<file path="src/rtl/spi_pkg.sv">
// Shared types and defaults for the SPI responder: FSM state encoding,
// default word width, underrun word and bit-counter width.
package spi_pkg;

  typedef enum logic [1:0] {
    IDLE  = 2'd0,
    LOAD  = 2'd1,
    SHIFT = 2'd2
  } spi_state_t;

  localparam int SPI_DATA_W        = 8;
  localparam int SPI_UNDERRUN_WORD = 0;
  localparam int SPI_CNT_W         = $clog2(SPI_DATA_W + 1);

  // Counter must be able to hold the value DATA_W itself, not just DATA_W-1.
  function automatic int spi_cnt_w(input int data_w);
    return $clog2(data_w + 1);
  endfunction

endpackage

</file>
<file path="src/rtl/spi_sync_edge.sv">
// Multi-flop synchroniser for an asynchronous pin, with rise/fall detection
// against one extra delayed copy of the synchronised level.
module spi_sync_edge #(
  parameter int   STAGES    = 2,
  parameter logic RESET_VAL = 1'b0
) (
  input  logic clk,
  input  logic rst_n,
  input  logic din,
  output logic level,
  output logic rise,
  output logic fall
);

  logic [STAGES-1:0] sync_p0;
  logic              dly_p1;

  always_ff @(posedge clk or negedge rst_n) begin
    if (!rst_n) begin
      sync_p0 <= {STAGES{RESET_VAL}};
      dly_p1  <= RESET_VAL;
    end else begin
      sync_p0 <= {sync_p0[STAGES-2:0], din};
      dly_p1  <= sync_p0[STAGES-1];
    end
  end

  assign level = sync_p0[STAGES-1];
  assign rise  = level & ~dly_p1;
  assign fall  = ~level & dly_p1;

endmodule

</file>
<file path="src/rtl/spi_slave_rx_tx.sv">
// SPI mode-0 responder: oversampled pins, MOSI deserialiser, MISO serialiser
// with a one-word TX holding register. Define SPI_SLAVE_LSB_FIRST_EN for LSB-first shifting.
module spi_slave_rx_tx
  import spi_pkg::*;
#(
  parameter int                DATA_W        = SPI_DATA_W,
  parameter int                SYNC_STAGES   = 2,
  parameter logic [DATA_W-1:0] UNDERRUN_WORD = DATA_W'(SPI_UNDERRUN_WORD)
) (
  input  logic              clk,
  input  logic              rst_n,
  input  logic              sclk,
  input  logic              cs_n,
  input  logic              mosi,
  output logic              miso,
  output logic              miso_oe,
  input  logic [DATA_W-1:0] tx_data,
  input  logic              tx_valid,
  output logic              tx_ready,
  output logic [DATA_W-1:0] rx_data,
  output logic              rx_valid,
  output logic              tx_underrun,
  output logic              busy
);

  localparam int              CNT_W    = spi_cnt_w(DATA_W);
  localparam logic [CNT_W-1:0] CNT_FULL = CNT_W'(DATA_W);

  logic sclk_lvl, sclk_rise, sclk_fall;
  logic cs_lvl, cs_rise, cs_fall;
  logic mosi_s, mosi_rise, mosi_fall;
  logic unused_edges;

  spi_state_t        state, state_nxt;
  logic [CNT_W-1:0]  cnt;
  logic              reload_pend;
  logic [DATA_W-1:0] hold;
  logic [DATA_W-1:0] tx_shift;
  logic [DATA_W-1:0] rx_shift;

  logic              do_load, do_shift, do_capture, do_rx_done, do_abort;
  logic              tx_hs;
  logic [DATA_W-1:0] load_word;
  logic [DATA_W-1:0] tx_shifted;
  logic [DATA_W-1:0] rx_next;
  logic              first_bit, next_bit;

  // Pin synchronisers: CS_N idles high, SCLK and MOSI idle low
  spi_sync_edge #(.STAGES(SYNC_STAGES), .RESET_VAL(1'b0)) u_sync_sclk (
    .clk   (clk),
    .rst_n (rst_n),
    .din   (sclk),
    .level (sclk_lvl),
    .rise  (sclk_rise),
    .fall  (sclk_fall)
  );

  spi_sync_edge #(.STAGES(SYNC_STAGES), .RESET_VAL(1'b1)) u_sync_cs (
    .clk   (clk),
    .rst_n (rst_n),
    .din   (cs_n),
    .level (cs_lvl),
    .rise  (cs_rise),
    .fall  (cs_fall)
  );

  spi_sync_edge #(.STAGES(SYNC_STAGES), .RESET_VAL(1'b0)) u_sync_mosi (
    .clk   (clk),
    .rst_n (rst_n),
    .din   (mosi),
    .level (mosi_s),
    .rise  (mosi_rise),
    .fall  (mosi_fall)
  );

  assign unused_edges = ^{sclk_lvl, mosi_rise, mosi_fall};

  // An empty holding register is signalled by tx_ready itself
  assign tx_hs     = tx_valid & tx_ready;
  assign load_word = tx_ready ? UNDERRUN_WORD : hold;

`ifdef SPI_SLAVE_LSB_FIRST_EN
  assign first_bit  = load_word[0];
  assign next_bit   = tx_shift[1];
  assign tx_shifted = {1'b0, tx_shift[DATA_W-1:1]};
  assign rx_next    = {mosi_s, rx_shift[DATA_W-1:1]};
`else
  assign first_bit  = load_word[DATA_W-1];
  assign next_bit   = tx_shift[DATA_W-2];
  assign tx_shifted = {tx_shift[DATA_W-2:0], 1'b0};
  assign rx_next    = {rx_shift[DATA_W-2:0], mosi_s};
`endif

  always_ff @(posedge clk or negedge rst_n) begin
    if (!rst_n) begin
      state <= IDLE;
    end else begin
      state <= state_nxt;
    end
  end

  always_comb begin
    state_nxt = state;
    if (cs_rise) begin
      state_nxt = IDLE;
    end else begin
      case (state)
        IDLE:    if (cs_fall) state_nxt = LOAD;
        LOAD:    state_nxt = SHIFT;
        SHIFT:   state_nxt = SHIFT;
        default: state_nxt = IDLE;
      endcase
    end
  end

  // A completed word takes priority; the following SCLK fall reloads instead of shifting
  always_comb begin
    do_load    = 1'b0;
    do_shift   = 1'b0;
    do_capture = 1'b0;
    do_rx_done = 1'b0;
    do_abort   = cs_rise;
    if (!cs_rise) begin
      case (state)
        LOAD: do_load = 1'b1;
        SHIFT: begin
          if (cnt == CNT_FULL) begin
            do_rx_done = 1'b1;
          end else if (sclk_rise && !cs_lvl) begin
            do_capture = 1'b1;
          end else if (sclk_fall && !cs_lvl) begin
            if (reload_pend) do_load  = 1'b1;
            else             do_shift = 1'b1;
          end
        end
        default: ;
      endcase
    end
  end

  always_ff @(posedge clk or negedge rst_n) begin
    if (!rst_n) begin
      cnt         <= '0;
      reload_pend <= 1'b0;
      busy        <= 1'b0;
      miso_oe     <= 1'b0;
      miso        <= 1'b0;
      tx_ready    <= 1'b1;
      rx_valid    <= 1'b0;
      tx_underrun <= 1'b0;
      rx_data     <= '0;
    end else begin
      rx_valid    <= do_rx_done;
      tx_underrun <= do_load & tx_ready;
      if (tx_hs) begin
        tx_ready <= 1'b0;
      end else if (do_load && !tx_ready) begin
        tx_ready <= 1'b1;
      end
      if (do_abort) begin
        cnt         <= '0;
        reload_pend <= 1'b0;
        busy        <= 1'b0;
        miso_oe     <= 1'b0;
        miso        <= 1'b0;
      end else begin
        if (do_load) begin
          cnt         <= '0;
          reload_pend <= 1'b0;
          busy        <= 1'b1;
          miso_oe     <= 1'b1;
          miso        <= first_bit;
        end
        if (do_shift)   miso <= next_bit;
        if (do_capture) cnt  <= cnt + CNT_W'(1);
        if (do_rx_done) begin
          cnt         <= '0;
          reload_pend <= 1'b1;
          rx_data     <= rx_shift;
        end
      end
    end
  end

  // Datapath registers: fully overwritten before use, so left without reset
  always_ff @(posedge clk) begin
    if (tx_hs) hold <= tx_data;
    if (do_load) begin
      tx_shift <= load_word;
    end else if (do_shift) begin
      tx_shift <= tx_shifted;
    end
    if (do_capture) rx_shift <= rx_next;
  end

endmodule

</file>
<file path="config.mk">
export PLATFORM = sky130hd
export DESIGN_NAME = spi_slave_rx_tx
export DESIGN_NICKNAME = d
export VERILOG_FILES = /design/src/rtl/spi_pkg.sv /design/src/rtl/spi_sync_edge.sv /design/src/rtl/spi_slave_rx_tx.sv
export SDC_FILE = /design/constraint.sdc
export NUM_CORES = 1
export LEC_CHECK = 0
export BUFFER_PORTS_ARGS = -buffer_cell sky130_fd_sc_hd__buf_2
export CAP_MARGIN = 25
export CELL_PAD_IN_SITES_DETAIL_PLACEMENT = 0
export CELL_PAD_IN_SITES_GLOBAL_PLACEMENT = 1
export CORE_ASPECT_RATIO = 1.4
export CORE_MARGIN = 1
export CORE_UTILIZATION = 50
export DETAILED_ROUTE_END_ITERATION = 12
export GPL_TIMING_DRIVEN = 0
export PLACE_DENSITY = 0.85
export RECOVER_POWER = 100
export SYNTH_ARGS = -nofsm -noshare
export SYNTH_HDL_FRONTEND = slang
export SYNTH_SLANG_ARGS = --single-unit
</file>
<file path="constraint.sdc">
create_clock -name clk -period 4.3 [get_ports clk]
set_input_delay 0.645 -clock clk [delete_from_list [all_inputs] [get_ports clk]]
set_output_delay 0.645 -clock clk [all_outputs]
set_load 0.01 [all_outputs]
</file>
# --- Word-level counts from Yosys, hierarchy flattened ---
# Index checks and enable logic that the tools add are counted.
classes:
  addsub: 1
  eq_ne: 4
  n_mux: 39
  n_bitwise: 11
  reduce_logical: 14
op_table:
  columns: ["operator", "n"]
  rows:
  - ["two-way mux 1 bit", 28]
  - ["two-way mux 4 bit", 4]
  - ["two-way mux 7 bit", 2]
  - ["two-way mux 8 bit", 1]
  - ["AND 1 bit", 6]
  - ["nonzero test 2 bit", 3]
  - ["nonzero test 3 bit", 2]
  - ["inverter 1 bit", 5]
  - ["adder 4 x 1 -> 4 bit (second input constant)", 1]
  - ["== test 4 bit (second input constant)", 1]
  - ["two-way mux 2 bit", 2]
  - ["case mux 2 bit (2 select lines)", 1]
  - ["nonzero test 4 bit", 1]
  - ["logical AND 1 bit", 3]
  - ["!= test 3 bit (second input constant)", 1]
  - ["== test 2 x 1 -> 1 bit (second input constant)", 1]
  - ["== test 2 bit (second input constant)", 1]
  - ["zero test 1 bit", 2]
  - ["zero test 2 bit", 1]
  - ["case mux 1 bit (2 select lines)", 1]
  - ["AND reduction 2 bit", 1]
  - ["OR reduction 2 bit", 1]
totals:
  ff_bits: 51
  input_bits: 14
  output_inout_bits: 14
  word_cells: 86

# --- Logic depth before layout (Yosys ltp) ---
depth:
  depth_word: 12
  mapped_depth: 7
  depth_no_buf: 6

# --- Hierarchy ---
# A second synthesis with hierarchy kept.
hier_totals:
  cells_unflattened: 135
  area_unflattened_um2: 2103.3
by_module_without_submodules:
  columns: ["module", "instances", "cells_per_inst", "area_each_um2", "seq_area_each_um2"]
  rows:
  - ["spi_slave_rx_tx", 1, 120, 1829.3, 1192.4]
  - ["spi_sync_edge at u_sync_mosi ...", 2, 5, 90.1, 75.1]
  - ["spi_sync_edge at u_sync_cs", 1, 5, 93.8, 78.8]

# --- Worst setup path before layout ---
# No wires, ideal clock.
synth_timing:
  path_kind: "register to register"
  from: "reg u_sync_cs.dly_p1"
  to: "reg tx_shift[0], enable pin"
  setup_time_ns: 0.381
  t_arrival_ns: 1.650
  t_required_ns: 3.919
  slack_ns: 2.269
  path_stages_with_launch: 8
  path_buffers: 1
  synth_period_minus_slack_ns: 2.031
  path_cell_list: "dfstp_2 inv_1 ha_1 inv_1 nand2_1 or2_1 buf_4 o21ai_0"
synth_between:
  elab_chain_len: 4
  elab_cells_between_ends: 5
  cone_classes: "mux: 2; bitwise: 2; reduce/logical: 1"
synth_rtl:
  columns: ["element", "line_no", "source"]
  rows:
  - ["from (decl)", "spi_sync_edge.sv:16", "logic dly_p1;"]
  - ["from (signal assigned)", "spi_sync_edge.sv:24", "dly_p1 <= sync_p0[STAGES-1];"]
  - ["inverter 1 bit *", "spi_sync_edge.sv:29", "assign rise = level & ~dly_p1;"]
  - ["AND 1 bit *", "spi_sync_edge.sv:29", null]
  - ["two-way mux 1 bit", "spi_slave_rx_tx.sv:123", "if (!cs_rise) begin"]
  - ["nonzero test 2 bit (no line) *", null, null]
  - ["to (signal assigned)", "spi_slave_rx_tx.sv:189", "tx_shift <= load_word;"]
  - ["to (signal assigned)", "spi_slave_rx_tx.sv:191", "tx_shift <= tx_shifted;"]
  - ["to (decl)", "spi_slave_rx_tx.sv:38", "logic [DATA_W-1:0] tx_shift;"]
# Every way passes the cells marked *; elsewhere a longest branch is shown, timed or not.
# A chain may end at the register's enable or synchronous reset.

# --- Worst setup path in the final report ---
layout_timing:
  from: "reg u_sync_cs.sync_p0[1]"
  to: "reg tx_shift[4], enable pin"
layout_between:
  elab_chain_len: 8
  elab_cells_between_ends: 15
  cone_classes: "mux: 10; bitwise: 1; reduce/logical: 4"
layout_rtl:
  columns: ["element", "line_no", "source"]
  rows:
  - ["from (decl)", "spi_sync_edge.sv:15", "logic [STAGES-1:0] sync_p0;"]
  - ["from (signal assigned)", "spi_sync_edge.sv:20", "sync_p0 <= {STAGES{RESET_VAL}};"]
  - ["from (signal assigned)", "spi_sync_edge.sv:23", "sync_p0 <= {sync_p0[STAGES-2:0], din};"]
  - ["zero test 1 bit", "spi_slave_rx_tx.sv:129, spi_slave_rx_tx.sv:131", null]
  - ["logical AND 1 bit", "spi_slave_rx_tx.sv:131", "end else if (sclk_fall && !cs_lvl) begin"]
  - ["two-way mux 1 bit", "spi_slave_rx_tx.sv:131", null]
  - ["two-way mux 1 bit", "spi_slave_rx_tx.sv:129", "end else if (sclk_rise && !cs_lvl) begin"]
  - ["two-way mux 1 bit", "spi_slave_rx_tx.sv:127", "if (cnt == CNT_FULL) begin"]
  - ["case mux 1 bit (2 select lines) / two-way mux 1 bit (equally long branches)", "spi_slave_rx_tx.sv:124", "case (state)"]
  - ["two-way mux 1 bit", "spi_slave_rx_tx.sv:123", null]
  - ["nonzero test 2 bit (no line) *", null, null]
# Marks and branches as above.

==> metrics.yaml <==
timing:
  fmax_mhz: 400.2
  setup_viol: 0
  tightest_slew_ns: 1.551
  relSlewSlack_pct: -3.415
  drv_slew: 29
  rsz0062_at_grt: "false"
  clock_skew_ns: 0.002478
  fin_crit_sh_pct: 58.10
  final.setup.tns_ns: 0
  fin_crit_ns: 2.499
  hold_viol: 0
power:
  leakage_nw: 0.9887
  peakVddDrop_mv: 0.3358
  powerDensity_mw_per_mm2: 502.4
critical_path:
  critPathMaxStageDelay_ns: 0.63
  cp_num_buf_inv: 2
  cp-end-kind: "flip-flop"
  required_ns: 4.23
  critPathTopFamily: "flip-flops"
  worstSetupStartpointType: "flip-flop"
  critPathMaxFanout: 10
  path_cells: "ha_1 > inv_1 > nand2_1 > or2_1 > clkbuf_1 > o21ai_0"
  crit_type: "reg -> reg"
  cp_data_arrival_time_ns: 2.43
  slowest_stage: "dfstp_1"
synthesis:
  synth_edf_count: 23
  ys_seq_elements: 51
  synth_fa_ha_area_share_pct: 4.245
  syn_nets: 160
  yosysWarnings: 0
  synth-simple-area-share_pct: 9.885
  synth_cells: 139
  synth_top_family_by_area: "compound AO/OA/AOI/OAI gates"
  synth_ff_type: "dfrtp_1"
  synth.avg_cell_area_sq_um: 14.84
  yosysUniqueCellTypes: 41
  netlist_area_sq_mm: 0.002063
  ys_seq_area_share_pct: 67.68
  synth_mux_area_share_pct: 5.337
  synth_compound_area_share_pct: 10.13
  postSynth.asyncResetShare_pct: 54.90
  synth-xor-area-share_pct: 0
floorplanning:
  fp.dieArea_sq_mm: 0.004391
  core-area_sq_mm: 0.003953
  boundaryPins: 28
  die_x_um: 56.29
  die_h_um: 78.01
  rows: 27
  start_util_pct: 52.20
route:
  drtIter0Drc: 59
  viasPerCell: 5.286
  postRouteAntennaNets: 0
  post-route-drc-count: 0
  wl_per_cell_um: 14.90
  via_count: 1147
  dr.pass1.iters: 4
  drt_wl_total_mm: 3.233
global_routing:
  grt_max_degree: 29
  first_global_vias: 1226
  grt_pass1_wl_mm: 5.444
  antenna_found_initial: 0
  grt_overflow: 0
  gr-usage-all-layers_pct: 16.40
layout:
  nNetsFinal: 194
  syn2layout_area_growth_pct: 12.49
  fin_cells: 217
  n_antenna_cell: 0
  final_layout_size_suffix_gt1_share_pct: 21.84
clocking:
  post_cts_buffers: 0
  cts_buffers: 5
  worstSkewPairLatency_ns: 0.30
  cts_tree: "yes"
  hold_buffers: 0
  cts_resized: 0
  cts.clk_slew.worst_paths_ns: 0.09
  h-tree-depth: 2
  cts.sinks: 51
  clock_path_buffers: 2
  root_buffer: "clkbuf_8"
min_path:
  min_path_type: "reg -> reg"
run_status:
  violations: "capacitance limit, slew limit"
  outcome: "finished, violations left"
placement:
  dp_hpwl_mm: 2.268
  io_buffers: 27
  gp_congestion: 0.7946
  dp.cells: 209
job:
  cap_violations: 1
[area by class of cell]
cell class                      count  area, sq um
Clock inverter                      1        8.758
Multi-Input combinational cell     75        605.6
Clock buffer                        7        86.33
Inverter                           10        37.54
Sequential cell                    51         1396
Buffer                              3        15.01
Fill cell                         325         1632
Tap cell                           43        53.80
Timing Repair Buffer               27        117.6
[metrics by stage]
step                hold WS [ns]  setup slack, ns  util [%]  power, mW  area [sq um]
floorplan                 0.3312            2.269         -     0.8232          2063
global placement          0.3378            2.003     56.98     0.8935          2252
detailed placement        0.3347            1.979     56.98     0.9077          2252
CTS                       0.3548            1.951     59.39      1.195          2347
global route              0.3599            1.607     58.72      1.230          2321
finish                    0.3513            1.802     58.72      1.166          2321
[final timing paths]
path | startpoint | endpoint | slack [ns] | cells after the start
worst min-delay path | u_sync_sclk.sync_p0[0] | u_sync_sclk.sync_p0[1] | 0.35 | 0
min in group asynchronous | rst_n | tx_underrun | 0.71 | 1
worst max register to register | u_sync_cs.sync_p0[1] | tx_shift[4] | 1.80 | 6
worst min register to register | u_sync_sclk.sync_p0[0] | u_sync_sclk.sync_p0[1] | 0.35 | 0
max in group asynchronous | rst_n | u_sync_mosi.sync_p0[0] | 2.68 | 1
worst max-delay path | u_sync_cs.sync_p0[1] | tx_shift[4] | 1.80 | 6
[placed cells by master, fill, tap and decap left out, types with 2 or more instances in the layout]
master,instances
nand2b_1,6
dfstp_1,2
o21ai_0,14
mux2_2,8
mux2i_1,2
ha_1,7
dfstp_2,2
edfxtp_1,23
nor2_1,2
nand2_1,5
nor3b_1,3
clkbuf_8,6
clkbuf_1,17
and3_1,2
inv_1,10
and2_0,2
dfrtp_1,24
nand3_1,3
buf_2,13
[routing by layer]
metal  routed length [um]  track usage (%)
met5                    0                0
met3                  107            4.000
met4                   60            6.829
met1                 1326            18.34
met2                 1739            29.40
[sequential cells by signal, indices dropped and copies added (netlist names)]
signal and flops:
hold 8, rx_data 8, rx_shift 8, tx_shift 7
cnt 4, state 2, u_sync_cs.sync_p0 2, u_sync_mosi.sync_p0 2
u_sync_sclk.sync_p0 2, busy 1, miso 1, reload_pend 1
rx_valid 1, tx_ready 1, tx_underrun 1, u_sync_cs.dly_p1 1
u_sync_sclk.dly_p1 1
[kinds of logic after synthesis]
family,Yosys count
adders and majority gates,7
AOI/OAI and AO/OA,27
muxes,10
DFF,51
and+or+nand+nor,31
buffers and inverters,13
[report_power, final]
part	switching, mW	internal (mW)	total [mW]
sequential	0.0243	0.585	0.609
clock	0.151	0.133	0.284
combinational	0.168	0.105	0.273
[Yosys cell counts, drive strengths merged (2+ instances only)]
cell type,instances,area share [%]
a21o,2,0.79
a22o,2,0.91
and2,2,0.61
and3,2,0.61
buf,2,0.73
dfrtp,24,29
dfstp,4,5.1
edfxtp,23,33
ha,7,4.2
inv,10,1.8
mux2,8,4.4
mux2i,2,0.97
nand2,5,0.91
nand2b,6,1.8
nand3,3,0.73
nor2,2,0.36
nor3b,4,2.2
o21ai,14,3.4
or2,2,0.61
No activity file was read; power rests on OpenSTA's default activity.
